File: config.mk
export PLATFORM = sky130hd
export DESIGN_NAME = mc_ctrl
export DESIGN_NICKNAME = d
export VERILOG_FILES = /design/src/rtl/mc_ctrl.sv
export SDC_FILE = /design/constraint.sdc
export NUM_CORES = 1
export LEC_CHECK = 0
export ABC_AREA = 1
export ABC_CLOCK_PERIOD_IN_PS = 4530
export BUFFER_PORTS_ARGS = -buffer_cell sky130_fd_sc_hd__buf_2
export CAP_MARGIN = 10
export CORE_MARGIN = 2
export CORE_UTILIZATION = 30
export DETAILED_ROUTE_END_ITERATION = 16
export SYNTH_ARGS = -nofsm -noshare
export SYNTH_HDL_FRONTEND = slang
export SYNTH_SLANG_ARGS = --single-unit
export TNS_END_PERCENT = 100
File: constraint.sdc
create_clock -name clk -period 4.53 [get_ports clk]
set_clock_uncertainty 0.15 [all_clocks]
set_input_delay 0.453 -clock clk [delete_from_list [all_inputs] [get_ports clk]]
set_output_delay 0.453 -clock clk [all_outputs]
set_load 0.1 [all_outputs]
File: src/rtl/mc_ctrl.sv
// Multi-cycle control sequencer for the MIPS datapath: walks each instruction through
// IF/ID/EX/MEM/WB so that every architectural write enable is high for exactly one cycle.
module mc_ctrl #(
    parameter int MEM_TIMEOUT = 15,
    parameter int CNT_W       = 8
) (
    input  logic       clk,
    input  logic       rst,
    input  logic [5:0] op,
    input  logic [5:0] funct,
    input  logic       equal,
    input  logic       mem_rdy,
    output logic       IRWr,
    output logic       PCWr,
    output logic [2:0] PCSrc,
    output logic       RegDst,
    output logic       RegWr,
    output logic       ExtOp,
    output logic       ALUSrc,
    output logic [5:0] ALUCtr,
    output logic       MemWr,
    output logic       MemtoReg,
    output logic       inst_done,
    output logic       illegal,
    output logic       mem_err,
    output logic [2:0] state
);

    typedef enum logic [2:0] {
        S_IF  = 3'd0,
        S_ID  = 3'd1,
        S_EX  = 3'd2,
        S_MEM = 3'd3,
        S_WB  = 3'd4
    } state_t;

    typedef enum logic [4:0] {
        C_NOP   = 5'd0,
        C_ADDU  = 5'd1,
        C_SUBU  = 5'd2,
        C_AND   = 5'd3,
        C_OR    = 5'd4,
        C_SLT   = 5'd5,
        C_SLL   = 5'd6,
        C_SRL   = 5'd7,
        C_JR    = 5'd8,
        C_ADDIU = 5'd9,
        C_ORI   = 5'd10,
        C_LUI   = 5'd11,
        C_LW    = 5'd12,
        C_SW    = 5'd13,
        C_BEQ   = 5'd14,
        C_BNE   = 5'd15,
        C_J     = 5'd16
    } iclass_t;

    state_t             state_q, state_d;
    iclass_t            class_q, class_d;
    logic [CNT_W-1:0]   cnt_q, cnt_d;

    iclass_t dec_class;
    logic    dec_ok;
    logic    mem_timeout;
    logic    is_rtype;

    always_comb begin
        dec_class = C_NOP;
        dec_ok    = 1'b1;
        case (op)
            6'b000000: begin
                case (funct)
                    6'b100001: dec_class = C_ADDU;
                    6'b100011: dec_class = C_SUBU;
                    6'b100100: dec_class = C_AND;
                    6'b100101: dec_class = C_OR;
                    6'b101010: dec_class = C_SLT;
                    6'b000000: dec_class = C_SLL;
                    6'b000010: dec_class = C_SRL;
                    6'b001000: dec_class = C_JR;
                    default:   dec_ok    = 1'b0;
                endcase
            end
            6'b001001: dec_class = C_ADDIU;
            6'b001101: dec_class = C_ORI;
            6'b001111: dec_class = C_LUI;
            6'b100011: dec_class = C_LW;
            6'b101011: dec_class = C_SW;
            6'b000100: dec_class = C_BEQ;
            6'b000101: dec_class = C_BNE;
            6'b000010: dec_class = C_J;
            default:   dec_ok    = 1'b0;
        endcase
    end

    // The MEM cycle holding cnt_q == MEM_TIMEOUT-1 is the last one allowed; ready there still wins.
    assign mem_timeout = !mem_rdy && (cnt_q == CNT_W'(MEM_TIMEOUT - 1));
    assign is_rtype    = class_q inside {C_ADDU, C_SUBU, C_AND, C_OR, C_SLT, C_SLL, C_SRL};

    always_comb begin
        state_d = state_q;
        class_d = class_q;
        cnt_d   = cnt_q;
        case (state_q)
            S_IF: state_d = S_ID;
            S_ID: begin
                class_d = dec_ok ? dec_class : C_NOP;
                state_d = S_EX;
            end
            S_EX: begin
                if (class_q inside {C_LW, C_SW}) begin
                    cnt_d   = '0;
                    state_d = S_MEM;
                end else if (is_rtype || class_q inside {C_ADDIU, C_ORI, C_LUI}) begin
                    state_d = S_WB;
                end else begin
                    state_d = S_IF;
                end
            end
            S_MEM: begin
                if (mem_rdy) begin
                    state_d = (class_q == C_LW) ? S_WB : S_IF;
                end else if (mem_timeout) begin
                    state_d = S_IF;
                end else begin
                    cnt_d = cnt_q + 1'b1;
                end
            end
            S_WB:    state_d = S_IF;
            default: state_d = S_IF;
        endcase
    end

    always_ff @(posedge clk or posedge rst) begin
        if (rst) begin
            state_q <= S_IF;
            class_q <= C_NOP;
            cnt_q   <= '0;
        end else begin
            state_q <= state_d;
            class_q <= class_d;
            cnt_q   <= cnt_d;
        end
    end

    // Outputs follow state and latched class; reset forces them low without waiting for an edge.
    always_comb begin
        IRWr      = 1'b0;
        PCWr      = 1'b0;
        PCSrc     = 3'b000;
        RegDst    = 1'b0;
        RegWr     = 1'b0;
        ExtOp     = 1'b0;
        ALUSrc    = 1'b0;
        ALUCtr    = 6'd0;
        MemWr     = 1'b0;
        MemtoReg  = 1'b0;
        inst_done = 1'b0;
        illegal   = 1'b0;
        mem_err   = 1'b0;
        if (!rst) begin
            if (state_q inside {S_EX, S_MEM, S_WB}) begin
                case (class_q)
                    C_SUBU:  ALUCtr = 6'd1;
                    C_AND:   ALUCtr = 6'd2;
                    C_OR:    ALUCtr = 6'd3;
                    C_SLT:   ALUCtr = 6'd4;
                    C_SLL:   ALUCtr = 6'd5;
                    C_SRL:   ALUCtr = 6'd6;
                    C_ADDIU: begin ALUSrc = 1'b1; ExtOp = 1'b1; end
                    C_ORI:   begin ALUSrc = 1'b1; ALUCtr = 6'd3; end
                    C_LUI:   begin ALUSrc = 1'b1; ALUCtr = 6'd7; end
                    C_LW, C_SW: begin ALUSrc = 1'b1; ExtOp = 1'b1; end
                    C_BEQ, C_BNE: ALUCtr = 6'd1;
                    default: ALUCtr = 6'd0;
                endcase
            end
            case (state_q)
                S_IF: IRWr = 1'b1;
                S_ID: illegal = !dec_ok;
                S_EX: begin
                    case (class_q)
                        C_BEQ: begin PCWr = 1'b1; inst_done = 1'b1; PCSrc = equal ? 3'b001 : 3'b000; end
                        C_BNE: begin PCWr = 1'b1; inst_done = 1'b1; PCSrc = equal ? 3'b000 : 3'b001; end
                        C_J:   begin PCWr = 1'b1; inst_done = 1'b1; PCSrc = 3'b010; end
                        C_JR:  begin PCWr = 1'b1; inst_done = 1'b1; PCSrc = 3'b011; end
                        C_NOP: begin PCWr = 1'b1; inst_done = 1'b1; end
                        default: ;
                    endcase
                end
                S_MEM: begin
                    if (mem_rdy) begin
                        if (class_q == C_SW) begin
                            MemWr     = 1'b1;
                            PCWr      = 1'b1;
                            inst_done = 1'b1;
                        end
                    end else if (mem_timeout) begin
                        mem_err = 1'b1;
                        PCWr    = 1'b1;
                    end
                end
                S_WB: begin
                    RegWr     = 1'b1;
                    RegDst    = is_rtype;
                    MemtoReg  = (class_q == C_LW);
                    PCWr      = 1'b1;
                    inst_done = 1'b1;
                end
                default: ;
            endcase
        end
    end

    assign state = state_q;

endmodule

* Word-level counts from Yosys, hierarchy flattened
Index checks and enable logic that the tools add are counted.
** Word-level totals
- Input port bits :: 16
- Word-level logic and storage cells :: 118
- Flip-flop bits (word level) :: 16
- Output and inout port bits :: 23
** Operators by class
- Equal/unequal tests :: 40
- Muxes and demuxes :: 53
- Reduce and logical (&&, ||, !) cells :: 21
- $add $sub $neg :: 1
** Operator list (count)
- one-hot mux 5 bit (9 select lines) :: 1
- equality test 6 bit, second input constant :: 7
- equality test 5 x 4 -> 1 bit, second input constant :: 8
- one-hot mux 4 bit (8 select lines) :: 1
- 2-to-1 mux 1 bit :: 31
- equality test 6 x 4 -> 1 bit, second input constant :: 4
- 2-to-1 mux 8 bit :: 3
- 2-to-1 mux 3 bit :: 7
- one-hot mux 3 bit (7 select lines) :: 1
- equality test 5 x 3 -> 1 bit, second input constant :: 4
- one-hot mux 8 bit (2 select lines) :: 1
- OR reduction 8 bit :: 2
- equality test 6 x 2 -> 1 bit, second input constant :: 2
- equality test 6 x 3 -> 1 bit, second input constant :: 2
- zero test 6 bit :: 2
- one-hot mux 3 bit (4 select lines) :: 1
- equality test 5 x 2 -> 1 bit, second input constant :: 2
- OR reduction 5 bit :: 2
- adder 8 x 1 -> 8 bit, second input constant :: 1
- equality test 8 x 4 -> 1 bit, second input constant :: 1
- one-hot mux 2 bit (4 select lines) :: 1
- nonzero test 7 bit :: 1
- equality test 3 x 2 -> 1 bit, second input constant :: 2
- != test 2 bit, second input constant :: 3
- other kinds (19) :: 25

* Logic depth before layout (Yosys ltp)
Gate-level depths: netlist of the first run.
- Depth after elaboration :: 7
- Gate-level depth with buffers :: 10
- Depth with buffers taken out :: 10

* Worst setup path before layout of the first run
Ideal clock, no wire load.
- Path kind :: reg2out
- From :: register state_q[2] (netlist: state[2])
- To :: output RegDst
- Data arrival time :: 4.262 ns
- Path buffers :: 0
- Required time :: 3.927 ns
- Path slack :: -0.335 ns
- Cell stages (with the launch flop) :: 5
- Cell sequence :: dfrtp_1 nand2_1 nor2_1 inv_1 a31oi_1
** On the way
- Word-level cells in the longest chain between the ends :: 3
** Ends and longest elaborated chain
- from (decl) :: line 57 : state_t state_q, state_d;
- from (signal assigned) :: line 139 : state_q <= state_d;
- equality test 3 bit :: line 177 : case (state_q)
- 2-to-1 mux 1 bit :: line 177
- 2-to-1 mux 1 bit :: line 160 : if (!rst) begin
- to (decl) :: line 16 : output logic RegDst,
No other way between the ends.

* Worst setup path after layout of the first run
- From :: register cnt_q[0]
- To :: output PCWr
** On the way
- Word-level cells in the longest chain between the ends :: 6
** Ends and longest elaborated chain
- from (decl) :: line 59 : logic [CNT_W-1:0] cnt_q, cnt_d;
- from (signal assigned) :: line 141 : cnt_q <= cnt_d;
- equality test 8 x 4 -> 1 bit :: line 96 : assign mem_timeout = !mem_rdy && (cnt_q == CNT_W'(MEM_TIMEOUT - 1));
- logical AND 1 bit :: line 96
- 2-to-1 mux 1 bit :: line 197 : end else if (mem_timeout) begin
- 2-to-1 mux 1 bit :: line 191 : if (mem_rdy) begin
- one-hot mux 1 bit (3 select lines) :: line 177
- 2-to-1 mux 1 bit :: line 160
- to (decl) :: line 14 : output logic PCWr,
No other way between the ends.

==> results of run 1 <==
[path summary, 6_finish.rpt]
check	endpoint	depth (start not counted)	startpoint
worst min register to register	class_q[1]	2	class_q[1]
max in group asynchronous	class_q[3]	3	rst
worst min-delay path	state[0]	3	rst
min in group clk	state[2]	3	mem_rdy
worst max register to register	cnt_q[1]	8	cnt_q[0]
worst max-delay path	PCWr	6	cnt_q[0]
[sequential cells by signal, indices dropped and copies added (netlist names)]
| signal | flops |
|---|---|
| class_q | 5 |
| state | 3 |
| cnt_q | 8 |
[synth_stat cells, types with 2 or more instances]
library cell | n | area (um2)
nor3_2 | 3 | 30.0
inv_2 | 7 | 26.3
dfrtp_1 | 16 | 400
nand2_2 | 3 | 18.8
o21ai_0 | 2 | 10.0
o21ai_1 | 4 | 20.0
xor2_1 | 4 | 35.0
nand3_1 | 26 | 130
buf_4 | 4 | 30.0
a31oi_1 | 4 | 25.0
o211ai_1 | 4 | 30.0
inv_1 | 26 | 97.6
nand4_1 | 5 | 31.3
nor2_4 | 2 | 22.5
nor2_1 | 38 | 143
nand2_1 | 92 | 345
ha_1 | 2 | 25.0
xnor2_1 | 2 | 17.5
nor3_1 | 4 | 20.0
nor2_2 | 3 | 18.8
[power by group through the flow]
stage	Sequential [uW]	Combinational, uW	Clock (uW)
2_1_floorplan	287	372	0
3_5_place_dp	220	532	0
5_1_grt	224	586	136
4_1_cts	217	533	130
3_3_place_gp	219	531	0
6_report	218	529	124
[worst reg2reg max path, cell delays in order, from the launching register on]
cell     delay (ns)
dfrtp_1        0.39
inv_1          0.13
ha_1           0.17
nor3b_1        0.26
nand2_1        0.14
nand3_4        0.15
nand2_8        0.10
nor2_1         0.12
a21oi_2        0.04
[cell families (layout without fill, tap and decap cells)]
kind of cell,after synthesis,count (layout),share of synthesized area [%]
and+or+nand+nor,184,184,53.9
AOI/OAI and AO/OA,17,17,6.68
other,1,4,0.233
adders and majority gates,2,2,1.55
buffers and inverters,37,72,9.55
xor gates and xnor gates,6,6,3.26
DFF,16,16,24.8
[final cells by class]
class,count,share of cell area [%]
Clock buffer,4,2.86
Inverter,33,6.45
Multi-Input combinational cell,213,56.1
Sequential cell,16,20.8
Tap cell,70,4.56
Timing Repair Buffer,35,9.24
[metal layers]
layer	up-vias	routed length (um)
met5	-	0
met4	0	29
met3	2	209
met2	45	1530
met1	693	1800
li1	905	-
[metrics by stage]
step                power, uW  utilization [%]
floorplan                 659                -
global placement          750             36.3
detailed placement        751             36.3
finish                    871             37.4
global route              946             37.4
CTS                       880             37.4
==> impl_metrics.csv, run 1 <==
group,metric,value,unit
status,run_status,"finished, final reports clean",
synthesis,synth_area_per_cell,6.13,um2
timing,slew_viol_final,0,
grt,use_met3,2.24,%
final_layout,drive_above_1_share,21.9,%
synthesis,synth_area,0.00161,mm2
synthesis,synth_cell_type_count,32,
pwr,seq_power_share,25.0,%
setup_path,critPathMaxStageDelay,0.44,ns
timing,period_needed,2.58,ns
grt,grt_antenna_before_repair,0,
synthesis,netlist_instances,263,
timing,tns,0,ns
final_layout,layout_common_cells,"92 x nand2_1, 37 x nor2_1, 34 x buf_2",
route,vias,1645,
route,drt_pass1_iterations,4,
synthesis,synth_seq_area_share,24.8,%
synthesis,synth_edf_count,0,
setup_path,crit_buf_inv,2,
synthesis,ys_ff_latch,16,
setup_path,r2r_setup_slack,2.78,ns
placed_design,place_congestion,0.836,
final_layout,fin_area,0.00192,mm2
grt,use_met1,18.4,%
floorplanning,die_area,0.00597,mm2
setup_path,cp-start-kind,"flop",
timing,rsz0062_at_grt,"no",
pwr,p_leak,0.00110,uW
setup_path,critical-path-top-delay-family,"buffers and inverters",
clocking,cts_setup_buffers,0,
floorplanning,fp.coreArea,0.00514,mm2
final_layout,multiInputGateArea,0.00108,mm2
placed_design,numPortBuffers,34,
pwr,clkPwrFrac,14.3,%
setup_path,crit_required,3.93,ns
setup_path,crit_path_end_kind,"primary output",
timing,max_freq,387,MHz
floorplanning,die_h,77.3,um
synthesis,synth_ff_type,"dfrtp_1",
timing,fin_ws,1.95,ns
final_layout,nNetsFinal,320,
timing,hold_viol,0,
final_layout,seqCellArea,400,um2
clocking,cts-root-buf,"clkbuf_8",
clocking,ctsHtreeMaxLevel,1,
timing,setup_viol,0,
pwr,power.share.switching,58.2,%
setup_path,path_cells,"inv_1, ha_1, nor3b_1, nand4_1, o21ai_1, buf_2",
final_layout,diodes,0,
job,maxCapViolCount,0,
clocking,cts_sinks,16,
clocking,clkLatencyLatePin,0.25,ns
grt,top_usage_layer,"met2",
setup_path,crit_path_top_delay_cell,"buf_2",
clocking,holdBufCountCts,0,
pwr,cellPowerDensity,453,mW/mm2
clocking,post_cts_resized,0,
floorplanning,row_count,26,
pwr,ir_drop,0.277,mV
clocking,clk_pin_slew,0.07,ns
placed_design,dp_hpwl,2.97,mm
placed_design,pre_cts_slack,2.17,ns
grt,grt_max_degree,22,
placed_design,post_dp_cell_area,0.00187,mm2
setup_path,cp_max_fo,5,
route,vias_per_cell,4.43,
timing,fin_crit_sh,57.0,%
grt,grt_pass1_wl,6.56,mm
setup_path,critical_path_class,"reg2out",
floorplanning,initial_core_util,31.4,%
clocking,cts_buffers,3,
final_layout,final_common_cell,"nand2_1",
route,drt-initial-drc-count,75,
grt,track_usage,12.8,%
final_layout,fin_cells,371,
timing,hold_ws,0.128,ns
route,routedWlPerCell,9.60,um
synthesis,yosys_warnings,0,
route,ant_nets,0,
pwr,p_comb_share,60.7,%
grt,grt_pass1_vias,1481,
synthesis,async_flop_share,100,%
grt,grt.overflow.total,0,
route,drc,0,
placed_design,post-place-cells,367,
final_layout,n_fill_cell,577,
worst_hold_path,holdCritPathClass,"in2async",
pwr,p_switching,507,uW
grt,use_met2,20.2,%
route,routed_wl,3.56,mm
setup_path,arrival,1.98,ns
clocking,clock_path_buffers,2,
pwr,p_int,364,uW
final_layout,area_growth,19.3,%
clocking,cts_tree,"done",
floorplanning,die_w,77.3,um
floorplanning,num_io_pins,39,
(Power assumes the default switching activity.)
==> inputs of run 2 (changes only) <==
--- a/config.mk
+++ b/config.mk
@@ -6,7 +6,7 @@
 export NUM_CORES = 1
 export LEC_CHECK = 0
 export ABC_AREA = 1
-export ABC_CLOCK_PERIOD_IN_PS = 4530
+export ABC_CLOCK_PERIOD_IN_PS = 2300
 export BUFFER_PORTS_ARGS = -buffer_cell sky130_fd_sc_hd__buf_2
 export CAP_MARGIN = 10
 export CORE_MARGIN = 2
==> constraint.sdc (replaced) <==
create_clock -name clk -period 2.3 [get_ports clk]
set_clock_uncertainty 0.15 [all_clocks]
set_input_delay 0.23 -clock clk [delete_from_list [all_inputs] [get_ports clk]]
set_output_delay 0.23 -clock clk [all_outputs]
set_load 0.1 [all_outputs]
==> run 2 against run 1 <==
Compared with the run above: final cell count is 0.27% higher; non-clock buffer count increased by 1; hold slack got worse by 0.085 ns; utilization is 5.6 points higher; cell area increased by 15%; flip-flop and latch count is the same; die area is the same; largest power group unchanged; first-iteration DRC count rose by 45%; critical endpoint is now ALUSrc; wire length increased by 11%; via count increased by 3.4%; highest routed layer unchanged; clock-buffer cell count stayed put; critical path type unchanged.
==> impl_metrics.csv, run 2 (synthesis results as in run 1) <==
group,metric,value,unit
placed_design,numPortBuffers,34,
floorplanning,initial_core_util,31.4,%
clocking,clk_pin_slew,0.07,ns
final_layout,layout_common_cells,"89 x nand2_1, 28 x nor2_1, 26 x nand3_1",
final_layout,largest_register_ff_count,8,
setup_path,worstReg2RegStart,"cnt_q[0]",
route,drt-initial-drc-count,109,
route,vias,1701,
route,routedWlPerCell,10.6,um
pwr,ir_drop,0.388,mV
route,drt_pass1_iterations,4,
setup_path,r2r-end,"cnt_q[1]",
final_layout,area_growth,37.2,%
clocking,clkLatencyLatePin,0.25,ns
setup_path,crit_required,1.92,ns
route,drc,0,
floorplanning,die_w,77.3,um
setup_path,r2r_setup_slack,0.62,ns
timing,setup_viol,0,
clocking,ctsHtreeMaxLevel,1,
clocking,cts_buffers,3,
setup_path,cp-start-kind,"flop",
setup_path,endpoint,"ALUSrc",
route,dr_wl_met2,1.75,mm
clocking,cts-root-buf,"clkbuf_8",
setup_path,critical_path_class,"reg2out",
setup_path,cp-startpoint,"state[0]",
floorplanning,die_area,0.00597,mm2
job,maxCapViolCount,0,
route,routed_wl,3.96,mm
timing,fin_crit_sh,95.9,%
final_layout,drive_above_1_share,29.8,%
final_layout,regMostFlops,"cnt_q",
setup_path,r2r_cells,8,
floorplanning,fp.coreArea,0.00514,mm2
grt,grt_antenna_before_repair,0,
floorplanning,die_h,77.3,um
route,ant_nets,0,
placed_design,dp_hpwl,3.27,mm
placed_design,post-place-cells,367,
timing,period_needed,2.21,ns
grt,track_usage,14.1,%
clocking,holdBufCountCts,0,
clocking,clock_path_buffers,2,
final_layout,final_common_cell,"nand2_1",
route,met1Wirelength,1.98,mm
clocking,cts_sinks,16,
worst_hold_path,holdCritPathClass,"in2async",
floorplanning,row_count,26,
clocking,cts_tree,"done",
timing,hold_viol,0,
floorplanning,num_io_pins,39,
final_layout,nNetsFinal,321,
grt,grt.overflow.total,0,
route,wl_met3,175,um
setup_path,crit_path_end_kind,"primary output",
placed_design,place_congestion,0.833,
grt,grt_pass1_wl,6.98,mm
pwr,cellPowerDensity,866,mW/mm2
route,top_layer,"met4",
route,vias_per_cell,4.57,
grt,grt_pass1_vias,1565,
timing,max_freq,453,MHz
setup_path,cp_max_fo,4,
final_layout,final_util,43.0,%
grt,grt_max_degree,19,
timing,rsz0062_at_grt,"yes",
timing,slew_viol_final,0,
pwr,p_leak,0.00112,uW
setup_path,arrival,1.83,ns
status,run_status,"finished, final reports clean",
final_layout,diodes,0,
final_layout,fin_cells,372,
## run 2: cell count changes in the layout (fill, tap and decap cells not counted), moves of 2 or more
cell | previous run | this run
buf_2 | 34 | 23
buf_12 | 0 | 9
nor2_1 | 37 | 28
nor2_4 | 2 | 8
dfrtp_1 | 16 | 13
dfrtp_4 | 0 | 3
inv_1 | 26 | 23
nand2_1 | 92 | 89
nand2_2 | 3 | 6
nor2_2 | 4 | 7
a31oi_4 | 0 | 2
buf_4 | 1 | 3
clkinvlp_4 | 0 | 2
## run 2: cell type report
type | instances | area [um2]
Clock buffer | 4 | 55.1
Fill cell | 557 | 2930
Inverter | 33 | 131
Multi-Input combinational cell | 213 | 1200
Sequential cell | 16 | 412
Tap cell | 70 | 87.6
Timing Repair Buffer | 36 | 325
## run 2: timing repair
item                       in CTS  in global routing
setup endpoints to repair       0                  6
setup buffers                   0                  1
resized for setup               0                  7
## run 2: worst max-delay path, cell delays in order, from the launching register on
cell        delay [ns]
dfrtp_4           0.52
nor2_4            0.13
nand2_2           0.08
nand2_1           0.11
nand2_1           0.21
a31o_1            0.28
clkinvlp_4        0.08
buf_12            0.16
## run 2: per-layer routing
metal | global-route usage [%] | vias to the layer above
met3 | 2.00 | 4
li1 | - | 911
met2 | 22.7 | 42
met1 | 19.1 | 744
met5 | 0 | -
met4 | 5.36 | 0
## run 2: how the worst min path moves through the flow
stage | start | endpoint | slack, ns | cells after the start
after detailed placement | rst | cnt_q[0] | 0.33 | 3
after global placement | rst | cnt_q[0] | 0.33 | 3
after floorplan | rst | class_q[0] | 0.04 | 1
after global routing | rst | state[0] | 0.07 | 3
final | rst | cnt_q[0] | 0.04 | 3
after CTS | rst | cnt_q[0] | 0.05 | 3
## run 2: power by group
group,switching [uW],internal [uW]
logic,894,314
clock network,99.2,152
registers,96.8,358
total,1090,823
## run 2: stage by stage
stage	hold WS (ns)	power [uW]	setup slack [ns]	cell area (um2)	TNS (ns)
3_5_place_dp	0.329	1660	0.301	2130	0
6_report	0.0431	1910	0.0935	2210	0
3_3_place_gp	0.332	1650	0.317	2130	0
5_1_grt	0.0687	2030	-0.0299	2210	-0.0299
2_1_floorplan	0.0357	1390	-0.243	1760	-0.361
4_1_cts	0.0513	1910	0.0212	2190	0
